==> src/rtl/pipe_skid_reg.sv <==
// pipe_skid_reg: elastic ready/valid pipeline register with one skid entry.
//
// The main register always holds the head entry and drives out_data directly.
// A second (skid) register absorbs the one extra word that can arrive while the
// head is stalled. Because of it, in_ready can be decoded purely from the state
// flops, with no combinational path from out_ready. Full-rate streaming is kept.
//
// Ports:
//   clk        rising-edge clock
//   rst        asynchronous active-high reset (state EMPTY, data = RESET_VAL)
//   flush      synchronous squash of all held entries
//   in_valid   upstream presents in_data
//   in_ready   block can accept (function of state flops only)
//   in_data    upstream data, sampled only on accept
//   out_valid  out_data holds a valid entry
//   out_ready  downstream accepts
//   out_data   head entry, driven from the main register
//   count      occupancy 0..2
module pipe_skid_reg #(
  parameter int unsigned    N         = 32,
  parameter logic [N-1:0]   RESET_VAL = '0
) (
  input  logic         clk,
  input  logic         rst,
  input  logic         flush,
  input  logic         in_valid,
  output logic         in_ready,
  input  logic [N-1:0] in_data,
  output logic         out_valid,
  input  logic         out_ready,
  output logic [N-1:0] out_data,
  output logic [1:0]   count
);

  // Encoding equals occupancy so count is a direct view of the state register.
  typedef enum logic [1:0] {
    StEmpty = 2'd0,
    StOne   = 2'd1,
    StTwo   = 2'd2
  } state_e;

  state_e       state_q, state_d;
  logic [N-1:0] main_q, main_d;
  logic [N-1:0] skid_q, skid_d;
  logic         accept, pop;

  assign in_ready  = (state_q != StTwo);
  assign out_valid = (state_q != StEmpty);
  assign out_data  = main_q;
  assign count     = state_q;

  assign accept = in_valid & in_ready;
  assign pop    = out_valid & out_ready;

  always_comb begin
    state_d = state_q;
    main_d  = main_q;
    skid_d  = skid_q;
    if (flush) begin
      // Data registers are left alone; out_data is don't-care while invalid.
      state_d = StEmpty;
    end else begin
      unique case (state_q)
        StEmpty: begin
          if (accept) begin
            state_d = StOne;
            main_d  = in_data;
          end
        end
        StOne: begin
          if (accept && pop) begin
            main_d = in_data;
          end else if (accept) begin
            state_d = StTwo;
            skid_d  = in_data;
          end else if (pop) begin
            state_d = StEmpty;
          end
        end
        StTwo: begin
          // in_ready is low here, so only a pop can happen.
          if (pop) begin
            state_d = StOne;
            main_d  = skid_q;
          end
        end
        default: state_d = StEmpty;
      endcase
    end
  end

  always_ff @(posedge clk or posedge rst) begin
    if (rst) begin
      state_q <= StEmpty;
      main_q  <= RESET_VAL;
      skid_q  <= RESET_VAL;
    end else begin
      state_q <= state_d;
      main_q  <= main_d;
      skid_q  <= skid_d;
    end
  end

endmodule

==> config.mk <==
export PLATFORM = sky130hd
export DESIGN_NAME = pipe_skid_reg
export DESIGN_NICKNAME = d
export VERILOG_FILES = /design/src/rtl/pipe_skid_reg.sv
export SDC_FILE = /design/constraint.sdc
export NUM_CORES = 1
export LEC_CHECK = 0
export ABC_AREA = 1
export ABC_CLOCK_PERIOD_IN_PS = 1700
export BUFFER_PORTS_ARGS = -buffer_cell sky130_fd_sc_hd__buf_2
export CAP_MARGIN = 20
export CORE_MARGIN = 2
export CORE_UTILIZATION = 40
export DETAILED_ROUTE_END_ITERATION = 6
export SYNTH_ARGS = -nofsm -noshare
export SYNTH_HDL_FRONTEND = slang
export SYNTH_SLANG_ARGS = --single-unit
==> constraint.sdc <==
create_clock -name clk -period 1.7 [get_ports clk]
set_input_delay 0 -clock clk [delete_from_list [all_inputs] [get_ports clk]]
set_output_delay 0 -clock clk [all_outputs]
set_load 0.005 [all_outputs]
After elaboration in Yosys (flattened, before gate mapping)
Index checks and enable logic that the tools add are counted.

operators by class
  eq/ne operators = 10
  mux-type cells = 11
  bitwise operators = 4
  reductions and logical operators = 7

operator list
  operator                                        count
  two-way mux 32 bit                              3
  case mux 32 bit (3 select lines)                1
  two-way mux 2 bit                               6
  != test 3 bit (second input constant)           3
  != test 2 bit (second input constant)           4
  AND reduction 4 bit                             2
  case mux 2 bit (3 select lines)                 1
  AND reduction 5 bit                             1
  != test 4 bit (second input constant)           1
  nonzero test 3 bit                              1
  bitwise AND 1 bit                               2
  == test 2 x 1 -> 1 bit (second input constant)  1
  == test 2 bit (second input constant)           1
  zero test 2 bit                                 1
  NOT 1 bit                                       2
  nonzero test 2 bit                              1
  logical AND 1 bit                               1

storage, ports and cells
  bits in registers = 66
  input port bits = 37
  output and inout bits = 36
  word-level logic and storage cells = 35

Depth between registers and ports, before layout
  depth after elaboration = 7
  depth in mapped cells = 8
  depth with buffers taken out = 6

Least setup slack after synthesis
No wires, ideal clock.

  kind = register -> register
  start = reg state_q[1], in the netlist count[1]
  end = reg skid_q[10]
  setup time = 0.117 ns
  data arrival time = 1.101 ns
  data required time = 1.583 ns
  path slack = 0.482 ns
  stages on the path, launching flop included = 9
  path buffers = 2
  clock period less this slack = 1.218 ns
  path through = dfrtp_1 -> buf_6 -> inv_2 -> nand2_4 -> nor2_8 -> nand2_4 -> buf_6 -> nand2_1 -> nand2_1

between the ends
  word-level cells in the longest chain between the ends = 5
  elaborated cells on any way between the ends = 8
  those cells by class = 2 x eq/ne; 3 x bitwise; 3 x reduce/logical

ends and longest elaborated chain
  what                                                 line    source
  start: declaration                                   42      state_e state_q, state_d;
  start signal: assignment                             94      state_q <= StEmpty;
  start signal: assignment                             98      state_q <= state_d;
  != test 2 bit or nonzero test 2 bit (tied branches)  47, 48
  bitwise AND 1 bit (on tied branches)                 52, 53
  logical AND 1 bit                                    71      if (accept && pop) begin
  NOT 1 bit (no source line)                           -
  AND reduction 4 bit (no source line) *               -
  end signal: assignment                               100     skid_q <= skid_d;
  end: declaration                                     44      logic [N-1:0] skid_q, skid_d;

Mark *: on every way between the ends. The rest lies on a longest branch, timed or not.
A chain may end at the register's enable or synchronous reset.

Worst setup path after layout
  start = reg state_q[1], in the netlist count[1]
  end = reg main_q[16], in the netlist out_data[16]

between the ends
  word-level cells in the longest chain between the ends = 5
  elaborated cells on any way between the ends = 14
  those cells by class = 6 x eq/ne; 1 x mux; 2 x bitwise; 5 x reduce/logical

ends and longest elaborated chain
  what                                                 line    source
  != test 2 bit or nonzero test 2 bit (tied branches)  47, 48
  bitwise AND 1 bit (on tied branches)                 52, 53
  logical AND 1 bit                                    71
  != test 2 bit (no source line)                       -
  AND reduction 5 bit (no source line)                 -
  end signal: assignment                               99      main_q <= main_d;
  end: declaration                                     43      logic [N-1:0] main_q, main_d;

Parallel ways exist; a longest one is shown, timed or not.

==> flow_summary.ini <==
[logic_synthesis]
ys_seq_area_frac = 0.5063
ys_ff_latch = 66
synth_cell_types = 19
yosysWarnings = 0
synthCells = 414
netlist_area_um2 = 3262
synth_nets = 451
avgSynthCellArea_um2 = 7.879

[drt]
firstDrtPassIters = 5
wl_per_cell_um = 14.16
drt-total-wl_um = 8806
first_iter_violations = 173
drc = 0
via_per_inst = 5.005
vias = 3113
antenna_left = 0

[die]
start_util = 0.4178
die_w_um = 94.31
core_region_area_um2 = 7807
die-area_um2 = 8893
die_h_um = 94.31
fp-row-count = 32
io_pins = 73

[global_route]
grt_pass1_vias = 2940
grt_overflow = 0
grt_util_all_layers = 0.2072
grt_max_degree = 67
antenna_found_initial = 0
grt_pass1_wl_um = 14240

[cells_and_area]
fin_nets = 552
fill_cells = 765
fin_area_um2 = 4204
drive_gt1_frac = 0.2212
areaGrowthSynthToFinish_pct = 28.88
diodes = 0
fin_util = 0.5385

[clock_network]
worstSkewPairLatency_ns = 0.35
clkSlewWorstSetupHoldPaths_ns = 0.07
cts_root_buffer = clkbuf_8
tritoncts = built
numCtsBuffers = 9
post_cts_buffers = 0
h-tree-depth = 3
clk_path_buf_depth = 2
numClockSinks = 66

[worst_setup_path]
endpoint_kind = flip-flop
cp_data_arrival_time_ns = 1.83
startpoint_type = flip-flop
crit_family = simple AND/OR/NAND/NOR gates
crit_fanout = 16
path_cells = o21ai_1 -> nand3_4 -> nand2_1 -> nand2_1
slowest_delay_ns = 0.49
crit_required_ns = 1.94
slowest_stage = dfrtp_1
crit_buf_inv = 0
crit_path_frequent_cell = nand2_1
critPathKind = reg2reg

[worst_hold_path]
hold_path_class = in2reg

[sta]
slew_violations = 0
fmax_ghz = 0.6256
setup_viol = 0
min_period_over_period = 0.9403
hold_viol_final = 0
worst_slew_pin_slew_ns = 0.4965
worst_slew_margin_rel = 0.6668
skew_ns = 0.006178
setup-tns-final_ns = 0
finalCriticalPeriod_ns = 1.598
rsz0062_at_grt = false

[power_and_ir_drop]
leakagePower_nw = 2.364
ir_drop_uv = 420.0
pwr_density_cell_nw_per_um2 = 1106

[place]
gp_congestion = 0.8742
placedInstanceArea_um2 = 3642
place.port_buffers = 72
dp_hpwl_um = 5333

[run_status]
status = finished clean

[flow_run]
cap_violations = 0
registers in the layout, summed over array words and instances, names as in the netlist:
register  cells
out_data     32
skid_q       32
count         2
synth_stat cells:
| master | instances | area, µm² |
|---|---|---|
| nor2_4 | 1 | 11.26 |
| o21ai_1 | 1 | 5.000 |
| buf_4 | 10 | 75.07 |
| dfrtp_1 | 66 | 1652 |
| inv_4 | 1 | 6.260 |
| nand3_4 | 1 | 17.52 |
| nor2_8 | 1 | 20.02 |
| inv_2 | 3 | 11.26 |
| nand2_2 | 1 | 6.260 |
| nand4_1 | 1 | 6.260 |
| inv_1 | 3 | 11.26 |
| nand2_4 | 4 | 45.04 |
| buf_6 | 7 | 78.83 |
| buf_2 | 9 | 45.04 |
| clkbuf_1 | 3 | 11.26 |
| nand2_1 | 197 | 739.5 |
| nor2_2 | 1 | 6.260 |
| nand3_1 | 99 | 495.5 |
| nor2_1 | 5 | 18.77 |
through the flow:
step	hold WS [ns]	total power [mW]	worst slack (ns)	cells
final	0.02306	4.649	0.1016	622
after global routing	0.05011	4.961	0.01383	622
after floorplan	0.1445	2.854	0.04519	414
after CTS	0.009690	4.678	0.04053	621
after detailed placement	0.1014	3.244	0.05876	571
after global placement	0.1070	3.219	0.1240	571
kinds of logic (layout without fill, tap and decap cells):
kind of cell / count (synthesis) / count (layout) / synth area share
DFF: 66 / 66 / 0.5063
buffers and inverters: 36 / 141 / 0.07326
and+or+nand+nor: 311 / 312 / 0.4189
AOI/OAI and AO/OA: 1 / 1 / 0.001533
cells in the final DEF, fill, tap and decap left out, types with 3 or more instances in the layout:
cell / Yosys / layout
nand2_1: 197 / 197
nand3_1: 99 / 99
buf_2: 9 / 72
dfrtp_1: 66 / 66
dlygate4sd3_1: 0 / 34
clkbuf_8: 0 / 11
buf_4: 10 / 11
nor2_1: 5 / 5
inv_2: 3 / 4
nand2_4: 4 / 4
clkinv_2: 0 / 3
metal layers:
| metal | up-vias | track usage | wire length (µm) |
|---|---|---|---|
| li1 | 1526 | - | - |
| met5 | - | 0 | 0 |
| met4 | 0 | 0.08092 | 110 |
| met1 | 1464 | 0.2830 | 3998 |
| met3 | 11 | 0.03772 | 528 |
| met2 | 112 | 0.3280 | 4168 |
timing repair:
| item | 4_1_cts | 5_1_grt |
|---|---|---|
| resized for setup | 0 | 1 |
| endpoints found under the setup margin | 0 | 32 |
| endpoints found under the hold margin | 104 | 0 |
| hold buffers | 34 | 0 |
path summary, 6_finish.rpt:
kind                                            end  depth (start not counted)  slack, ns                   from
min in group asynchronous  out_data[15]$_DFFE_PP0P_                          4       0.28                    rst
setup reg to reg           out_data[16]$_DFFE_PP0P_                          4       0.10   count[1]$_DFFE_PP0P_
hold / removal                 count[0]$_DFFE_PP0P_                          4       0.02                  flush
hold reg to reg               skid_q[8]$_DFFE_PP0P_                          2       0.48  skid_q[8]$_DFFE_PP0P_
setup / recovery           out_data[16]$_DFFE_PP0P_                          4       0.10   count[1]$_DFFE_PP0P_
max in group asynchronous     skid_q[3]$_DFFE_PP0P_                          4       1.14                    rst
worst reg2reg max path: cells and delay by family (launching register included):
| kind | cells | cell delay, ns |
|---|---|---|
| simple gates | 3 | 0.53 |
| compound gates | 1 | 0.47 |
| flops | 1 | 0.49 |
power breakdown:
group	switching (mW)	leakage [nW]	internal [mW]	total (mW)
combinational	0.602	1.43	0.457	1.06
sequential	0.227	0.829	2.00	2.22
clock	0.618	0.105	0.750	1.37
total	1.45	2.36	3.20	4.65
cell type report:
cell class | count | area (µm²) | share of cell area
Clock inverter | 5 | 52.55 | 0.01250
Tap cell | 102 | 127.6 | 0.03036
Sequential cell | 66 | 1652 | 0.3929
Multi-Input combinational cell | 313 | 1389 | 0.3304
Inverter | 7 | 28.78 | 0.006845
Clock buffer | 11 | 151.4 | 0.03601
Timing Repair Buffer | 118 | 803.3 | 0.1911
(Power assumes the default switching activity.)
